===== config.mk =====
export PLATFORM = sky130hd
export DESIGN_NAME = spi_controller
export DESIGN_NICKNAME = d
export VERILOG_FILES = /design/src/rtl/spi_controller.sv
export SDC_FILE = /design/constraint.sdc
export NUM_CORES = 1
export LEC_CHECK = 0
export CORE_MARGIN = 3
export CORE_UTILIZATION = 54
export DETAILED_ROUTE_END_ITERATION = 8
export PLACE_DENSITY = 0.79
export SLEW_MARGIN = 10
export SYNTH_ARGS = -nofsm -noshare
export SYNTH_HDL_FRONTEND = slang
export SYNTH_SLANG_ARGS = --single-unit

===== constraint.sdc =====
create_clock -name clk_i -period 2.55 [get_ports clk_i]
set_input_delay 0.6375 -clock clk_i [delete_from_list [all_inputs] [get_ports clk_i]]
set_output_delay 0.6375 -clock clk_i [all_outputs]
set_load 0.005 [all_outputs]

===== src/rtl/spi_controller.sv =====
// SPI mode-0 initiator that issues 16-bit {rw, addr[6:0], data[7:0]} frames MSB first
// and captures CIPO during the data byte. One command is accepted per valid/ready
// handshake while idle; all pin and status outputs are registered.
module spi_controller #(
    parameter int CLK_DIV  = 4,
    parameter int CS_SETUP = 4,
    parameter int CS_HOLD  = 4,
    parameter int CS_GAP   = 4
) (
    input  logic       clk_i,
    input  logic       rst_i,
    input  logic       cmd_valid_i,
    output logic       cmd_ready_o,
    input  logic       cmd_rw_i,
    input  logic [6:0] cmd_addr_i,
    input  logic [7:0] cmd_data_i,
    output logic       busy_o,
    output logic       done_o,
    output logic [7:0] rsp_data_o,
    output logic       SCLK_o,
    output logic       nCS_o,
    output logic       COPI_o,
    input  logic       CIPO_i
);

    // The shift counter spans a whole bit (low + high phase), so it sets the width floor.
    localparam int BIT_CYCLES = 2 * CLK_DIV;
    localparam int MAX_AB     = (BIT_CYCLES > CS_SETUP) ? BIT_CYCLES : CS_SETUP;
    localparam int MAX_CD     = (CS_HOLD > CS_GAP) ? CS_HOLD : CS_GAP;
    localparam int MAX_CNT    = (MAX_AB > MAX_CD) ? MAX_AB : MAX_CD;
    localparam int CNT_W      = $clog2(MAX_CNT + 1);

    localparam logic [2:0] IDLE  = 3'd0;
    localparam logic [2:0] SETUP = 3'd1;
    localparam logic [2:0] SHIFT = 3'd2;
    localparam logic [2:0] HOLD  = 3'd3;
    localparam logic [2:0] GAP   = 3'd4;

    logic [2:0]       state_q, state_d;
    logic [CNT_W-1:0] cnt_q, cnt_d;
    logic [3:0]       bitIdx_q, bitIdx_d;
    logic [15:0]      frame_q, frame_d;
    logic [7:0]       shadow_q, shadow_d;
    logic [7:0]       rsp_q, rsp_d;
    logic             sclk_q, sclk_d;
    logic             ncs_q, ncs_d;
    logic             copi_q, copi_d;
    logic             done_q, done_d;
    logic             ready_q;
    logic             busy_q;

    // Next-state and next-pin-level logic; pins are computed one cycle ahead so they can be registered.
    always_comb begin
        state_d  = state_q;
        cnt_d    = cnt_q;
        bitIdx_d = bitIdx_q;
        frame_d  = frame_q;
        shadow_d = shadow_q;
        rsp_d    = rsp_q;
        sclk_d   = sclk_q;
        ncs_d    = ncs_q;
        copi_d   = copi_q;
        done_d   = 1'b0;
        case (state_q)
            IDLE: begin
                if (cmd_valid_i) begin
                    frame_d  = {cmd_rw_i, cmd_addr_i, cmd_data_i};
                    bitIdx_d = 4'd15;
                    shadow_d = 8'd0;
                    cnt_d    = CNT_W'(CS_SETUP - 1);
                    ncs_d    = 1'b0;
                    sclk_d   = 1'b0;
                    copi_d   = cmd_rw_i;
                    state_d  = SETUP;
                end
            end
            SETUP: begin
                if (cnt_q == '0) begin
                    cnt_d   = CNT_W'(BIT_CYCLES - 1);
                    state_d = SHIFT;
                end else begin
                    cnt_d = cnt_q - 1'b1;
                end
            end
            SHIFT: begin
                // Counter runs 2*CLK_DIV-1 down to 0: upper half is SCLK low, lower half SCLK high.
                if (cnt_q == '0) begin
                    sclk_d = 1'b0;
                    if (bitIdx_q == 4'd0) begin
                        cnt_d   = CNT_W'(CS_HOLD - 1);
                        state_d = HOLD;
                    end else begin
                        bitIdx_d = bitIdx_q - 4'd1;
                        copi_d   = frame_q[bitIdx_q - 4'd1];
                        cnt_d    = CNT_W'(BIT_CYCLES - 1);
                    end
                end else begin
                    cnt_d = cnt_q - 1'b1;
                    if (cnt_q == CNT_W'(CLK_DIV)) begin
                        sclk_d = 1'b1;
                    end
                    if (cnt_q == CNT_W'(CLK_DIV - 1) && !bitIdx_q[3]) begin
                        shadow_d = {shadow_q[6:0], CIPO_i};
                    end
                end
            end
            HOLD: begin
                if (cnt_q == '0) begin
                    ncs_d   = 1'b1;
                    copi_d  = 1'b0;
                    cnt_d   = CNT_W'(CS_GAP - 1);
                    state_d = GAP;
                end else begin
                    cnt_d = cnt_q - 1'b1;
                end
            end
            GAP: begin
                if (cnt_q == '0) begin
                    done_d  = 1'b1;
                    rsp_d   = shadow_q;
                    state_d = IDLE;
                end else begin
                    cnt_d = cnt_q - 1'b1;
                end
            end
            default: begin
                ncs_d   = 1'b1;
                sclk_d  = 1'b0;
                copi_d  = 1'b0;
                state_d = IDLE;
            end
        endcase
    end

    // State and output registers; reset abandons any partial frame and returns pins to idle levels.
    always_ff @(posedge clk_i) begin
        if (rst_i) begin
            state_q  <= IDLE;
            cnt_q    <= '0;
            bitIdx_q <= 4'd15;
            frame_q  <= 16'd0;
            shadow_q <= 8'd0;
            rsp_q    <= 8'd0;
            sclk_q   <= 1'b0;
            ncs_q    <= 1'b1;
            copi_q   <= 1'b0;
            done_q   <= 1'b0;
            ready_q  <= 1'b1;
            busy_q   <= 1'b0;
        end else begin
            state_q  <= state_d;
            cnt_q    <= cnt_d;
            bitIdx_q <= bitIdx_d;
            frame_q  <= frame_d;
            shadow_q <= shadow_d;
            rsp_q    <= rsp_d;
            sclk_q   <= sclk_d;
            ncs_q    <= ncs_d;
            copi_q   <= copi_d;
            done_q   <= done_d;
            ready_q  <= (state_d == IDLE);
            busy_q   <= (state_d != IDLE);
        end
    end

    assign cmd_ready_o = ready_q;
    assign busy_o      = busy_q;
    assign done_o      = done_q;
    assign rsp_data_o  = rsp_q;
    assign SCLK_o      = sclk_q;
    assign nCS_o       = ncs_q;
    assign COPI_o      = copi_q;

endmodule

# After elaboration in Yosys (flattened, before gate mapping)
# Index checks and enable logic that the tools add are counted.
[word_totals]
register_bits = 49
input_bits = 20
output_inout_bits = 14
word_cells = 90
[op_classes]
n_addsub = 2
n_lt_le_gt_ge = 1
n_eq_ne = 14
muxes = 36
n_bitwise = 4
reduce_logical = 21
[op_table]
columns = ["cell", "n"]
rows = [
  ["2-to-1 mux 4 bit", 8],
  ["2-to-1 mux 8 bit", 3],
  ["2-to-1 mux 3 bit", 7],
  ["case mux 4 bit (5 select lines)", 1],
  ["case mux 8 bit (2 select lines)", 1],
  ["case mux 3 bit (5 select lines)", 1],
  ["inequality test 2 bit (second input constant)", 7],
  ["2-to-1 mux 1 bit", 10],
  ["AND reduction 3 bit", 3],
  ["zero test 4 bit", 2],
  ["case mux 4 bit (2 select lines)", 1],
  ["AND reduction 4 bit", 2],
  ["subtractor 4 x 1 -> 4 bit (second input constant)", 2],
  ["== test 3 x 2 -> 1 bit (second input constant)", 2],
  ["zero test 3 bit", 2],
  ["case mux 1 bit (3 select lines)", 2],
  ["OR reduction 3 bit", 2],
  ["less-than comparator 4 x 5 -> 1 bit (second input constant)", 1],
  ["AND reduction 5 bit", 1],
  ["nonzero test 5 bit", 1],
  ["binary-select mux 1 bit (select 4 bit)", 1],
  ["== test 4 x 2 -> 1 bit (second input constant)", 1],
  ["== test 4 x 3 -> 1 bit (second input constant)", 1],
  ["inverter 1 bit", 4],
  ["other kinds (10)", 12],
]

# Logic depth before layout (Yosys ltp)
[depth]
depth_word = 6
depth_mapped = 9
ltp_nobuf = 7

# Least setup slack after synthesis
# No wires, ideal clock.
[synth_path]
path_kind = "register to register"
startpoint = "register bitIdx_q[0]"
endpoint = "register copi_q (netlist: COPI_o)"
setup_ns = 0.128
arrival_time_ns = 1.910
t_required_ns = 2.422
setup_slack_ns = 0.512
path_stages_with_launch = 10
path_buffers = 2
period_less_slack_ns = 2.038
path_cell_list = "dfxtp_1 -> buf_2 -> inv_1 -> ha_1 -> clkbuf_1 -> mux4_2 -> mux2_2 -> nand3b_1 -> o221ai_1 -> o2bb2ai_1"
[synth_between]
elab_chain_cells = 6
elab_cells_between_ends = 9
classes_between = "add/sub (1); eq/ne (1); mux (5); reduce/logical (2)"
[synth_lines]
columns = ["element", "line_no", "source"]
rows = [
  ["start, declared", "41", "logic [3:0] bitIdx_q, bitIdx_d;"],
  ["start signal, assigned", "153", "bitIdx_q <= bitIdx_d;"],
  ["subtractor 4 x 1 -> 4 bit", "94", "copi_d = frame_q[bitIdx_q - 4'd1];"],
  ["binary-select mux 1 bit (select 4 bit)", "94", ""],
  ["2-to-1 mux 1 bit (not written as such)", "94", ""],
  ["2-to-1 mux 1 bit", "89", "if (bitIdx_q == 4'd0) begin"],
  ["2-to-1 mux 1 bit", "87", "if (cnt_q == '0) begin"],
  ["case mux 1 bit (4 select lines)", "64", "case (state_q)"],
  ["end signal, assigned", "159", "copi_q <= copi_d;"],
  ["end, declared", "47", "logic copi_q, copi_d;"],
]
# Parallel ways exist; a longest one is shown, timed or not. The select of a mux whose other input is x is not followed.
# A chain may end at the register's enable or synchronous reset.

# Worst setup path in the final report
[layout_path]
startpoint = "register cnt_q[0]"
endpoint = "register busy_q (netlist: busy_o)"
[layout_between]
elab_chain_cells = 4
elab_cells_between_ends = 7
classes_between = "mux (5); reduce/logical (2)"
[layout_lines]
columns = ["element", "line_no", "source"]
rows = [
  ["start, declared", "40", "logic [CNT_W-1:0] cnt_q, cnt_d;"],
  ["start signal, assigned", "152", "cnt_q <= cnt_d;"],
  ["zero test 4 bit (*)", "--", ""],
  ["2-to-1 mux 3 bit, on equally long branches", "--", ""],
  ["case mux 3 bit (5 select lines) (*)", "64", ""],
  ["nonzero test 3 bit (*)", "162", "busy_q <= (state_d != IDLE);"],
  ["end signal, assigned", "162", ""],
  ["end, declared", "50", "logic busy_q;"],
]
# Mark *: on every way between the ends. The rest lies on a longest branch, timed or not.

==> run metrics <==
Row Count=23; final setup vio count=0; Buffers & Inverters on Critical Path=1; Root Buffer=clkbuf_8; Seq cells post-synth=49; post-synthesis sequential area ratio=0.423; hold_buf cts=0; total track usage=0.191; final worst slack=about 0.52 ns; clk_lat worst skew=0.29 ns; initial DRC count=101; Die Y=between 70 and 80 um; delay-heaviest family, CP=simple AND/OR/NAND/NOR gates; Post-CTS Resized=0; Yosys top cell area share=0.423; pre-CTS worst setup slack=0.304 ns; power per cell area=630 mW/mm^2; top-count cell post-synth=dfxtp_1; Ports=34; HP Start=frame_q[9]; outcome=completed; Via-to-Cell Ratio=5.49; Crit. End Element=register; Synth Flop Type=dfxtp_1; Synth top cells by count=dfxtp_1 (49), nand2_1 (39), a21oi_1 (24); placed cells=between 300 and 400; max_slew headroom=0.550; H-Tree Depth=2; syn nets=around 280; critical path's largest stage delay=roughly 0.5 ns; Residual DRC=0; grt total ovfl=0; area leader, netlist=dfxtp_1; FMAX=between 400 and 500 MHz; minimum clock period=2.03 ns; routability cong.=0.805; Final Hold Vio Count=0; # diodes=0; crit-path cells=inv_1, ha_1, nor3b_2, nand3b_4, a21oi_2, or3_1; Die Wd=slightly above 70 um; post-synth cell types=50; Mapped Cells=around 260; CTS Buffer Depth=2; Post-Syn Area=0.00232 mm^2; crit path kind=register to register; vias in the first global route=1,828; Die ar.=between 0.005 and 0.006 mm^2; area post-placement=approximately 0.0027 mm^2; Critical-path top delay cell=nor3b_2; Async SR Flop Fraction=0; Detail Placement HPWL=around 3300 um; Area contributors post-synth=dfxtp_1 (42%), mux2i_1 (9.5%), nand2_1 (6.3%); initial core utilization=0.571; max-cap check violation count=0; total CTS buffers=5; FILL cells=330; Setup TNS=0 ns; Layout Cells excl Fill=roughly 340; Syn. warnings=0; clock sinks=about 50; RSZ-0062 raised after global routing=false; Wirelength per Cell=roughly 13 um; Max Slew Vio Count=0; Multi-input gate area=0.00124 mm^2; largest net degree at the start of global routing=19; number of enable flip-flop cells after synthesis=0; 1st-pass router iterations=4; CTS tree=done; IO buf count=33; WL final=around 4500 um; layout cells sized above 1=0.113; crit start category=register; Routed Antenna Nets=0; clk slew on worst S/H paths=0.08 ns; vias=about 1,900; Worst Tran Pin Value=between 0.6 and 0.7 ns; Seq. cell area=981 um^2; postcts setup bufs=0; worst endpoint data arrival time=approximately 2.2 ns; Pleak=between 1 and 1.5 nW; area grow syn2layout=21.9%; Max IR drop VDD=0.444 mV; worst hold path class=register to register; crit path max fanout=8; design area=approximately 0.0028 mm^2; Worst Skew=~0.0059 ns; Post-Syn Area per Cell=roughly 9.0 um^2; first-pass GRT wire length=between 7000 and 8000 um; Core Area=about 0.0041 mm^2; antenna violations before repair=0; worst setup path start=cnt_q[0]; layout net count=approximately 320; final period utilization=0.794; Worst EP required=2.72 ns; Crit Reg-Reg Startpoint=cnt_q[0]
[path summary, 6_finish.rpt]
check / cells after the start / end / slack, ns
min: 2 / frame_q[9] / 0.46
min reg2reg: 2 / frame_q[9] / 0.46
max reg2reg: 6 / busy_o / 0.52
max: 6 / busy_o / 0.52
[placed cells by master (no fill, tap or decap), types with 2 or more instances in the layout]
| master | count |
|---|---|
| mux4_2 | 3 |
| nand2_1 | 39 |
| nor2_1 | 20 |
| a211oi_1 | 3 |
| nand2b_1 | 4 |
| inv_1 | 7 |
| a31oi_1 | 2 |
| nor3_1 | 5 |
| clkdlybuf4s50_1 | 33 |
| mux2i_1 | 22 |
| nor3b_1 | 3 |
| clkbuf_8 | 7 |
| a21oi_1 | 24 |
| ha_1 | 4 |
| and2_1 | 8 |
| o21ai_0 | 8 |
| buf_4 | 11 |
| nand3_1 | 4 |
| xnor2_1 | 3 |
| nor3_2 | 2 |
| nor4_1 | 2 |
| dfxtp_1 | 49 |
| nor4b_1 | 2 |
[tightest hold or removal path, stage by stage, from the launching register on]
cell     delay [ns]
dfxtp_1        0.31
nand2_1        0.05
a21oi_1        0.05
[flip-flops by register name (all words and copies together), names as in the netlist, 3 cells and up]
name and count:
cnt_q 4, rsp_data_o 8, frame_q 16, bitIdx_q 4
shadow_q 8, state_q 3
[report_power, final]
group,switching [mW],internal [mW],leakage [nW],total (mW)
logic,0.204,0.210,0.673,0.413
registers,0.0654,0.823,0.400,0.888
clock network,0.235,0.245,0.0542,0.480
total,0.504,1.28,1.13,1.78
[metal layers]
metal / track usage / vias to the layer above / wire length (um)
li1: - / 960 / -
met4: 0.0710 / 0 / 66
met1: 0.239 / 879 / 2090
met5: 0 / - / 0
met2: 0.324 / 35 / 2200
met3: 0.0379 / 8 / 146
[through the flow]
| stage | utilization | total power, mW | hold WS (ns) |
|---|---|---|---|
| final | 0.697 | 1.78 | 0.457 |
| after global routing | 0.697 | 1.89 | 0.482 |
| after CTS | 0.697 | 1.80 | 0.459 |
| after detailed placement | 0.672 | 1.32 | 0.447 |
| after global placement | 0.672 | 1.31 | 0.442 |
| after floorplan | - | 1.18 | 0.433 |
[logic make-up (layout without fill, tap and decap cells)]
group | count (synthesis) | in the layout | synth area share
adders and majority gates | 4 | 4 | 0.0216
AOI/OAI and AO/OA | 48 | 48 | 0.135
and+or+nand+nor | 103 | 103 | 0.235
xor gates and xnor gates | 4 | 4 | 0.0151
buffers and inverters | 23 | 59 | 0.0410
muxes | 26 | 26 | 0.129
DFF | 49 | 49 | 0.423
[cell type report]
type	instances	area share
Multi-Input combinational cell	185	0.440
Sequential cell	49	0.347
Timing Repair Buffer	44	0.146
Clock buffer	7	0.0341
Tap cell	50	0.0221
Inverter	7	0.00930
Clock inverter	1	0.00177
Note: power is estimated with default switching activity, not from simulation.
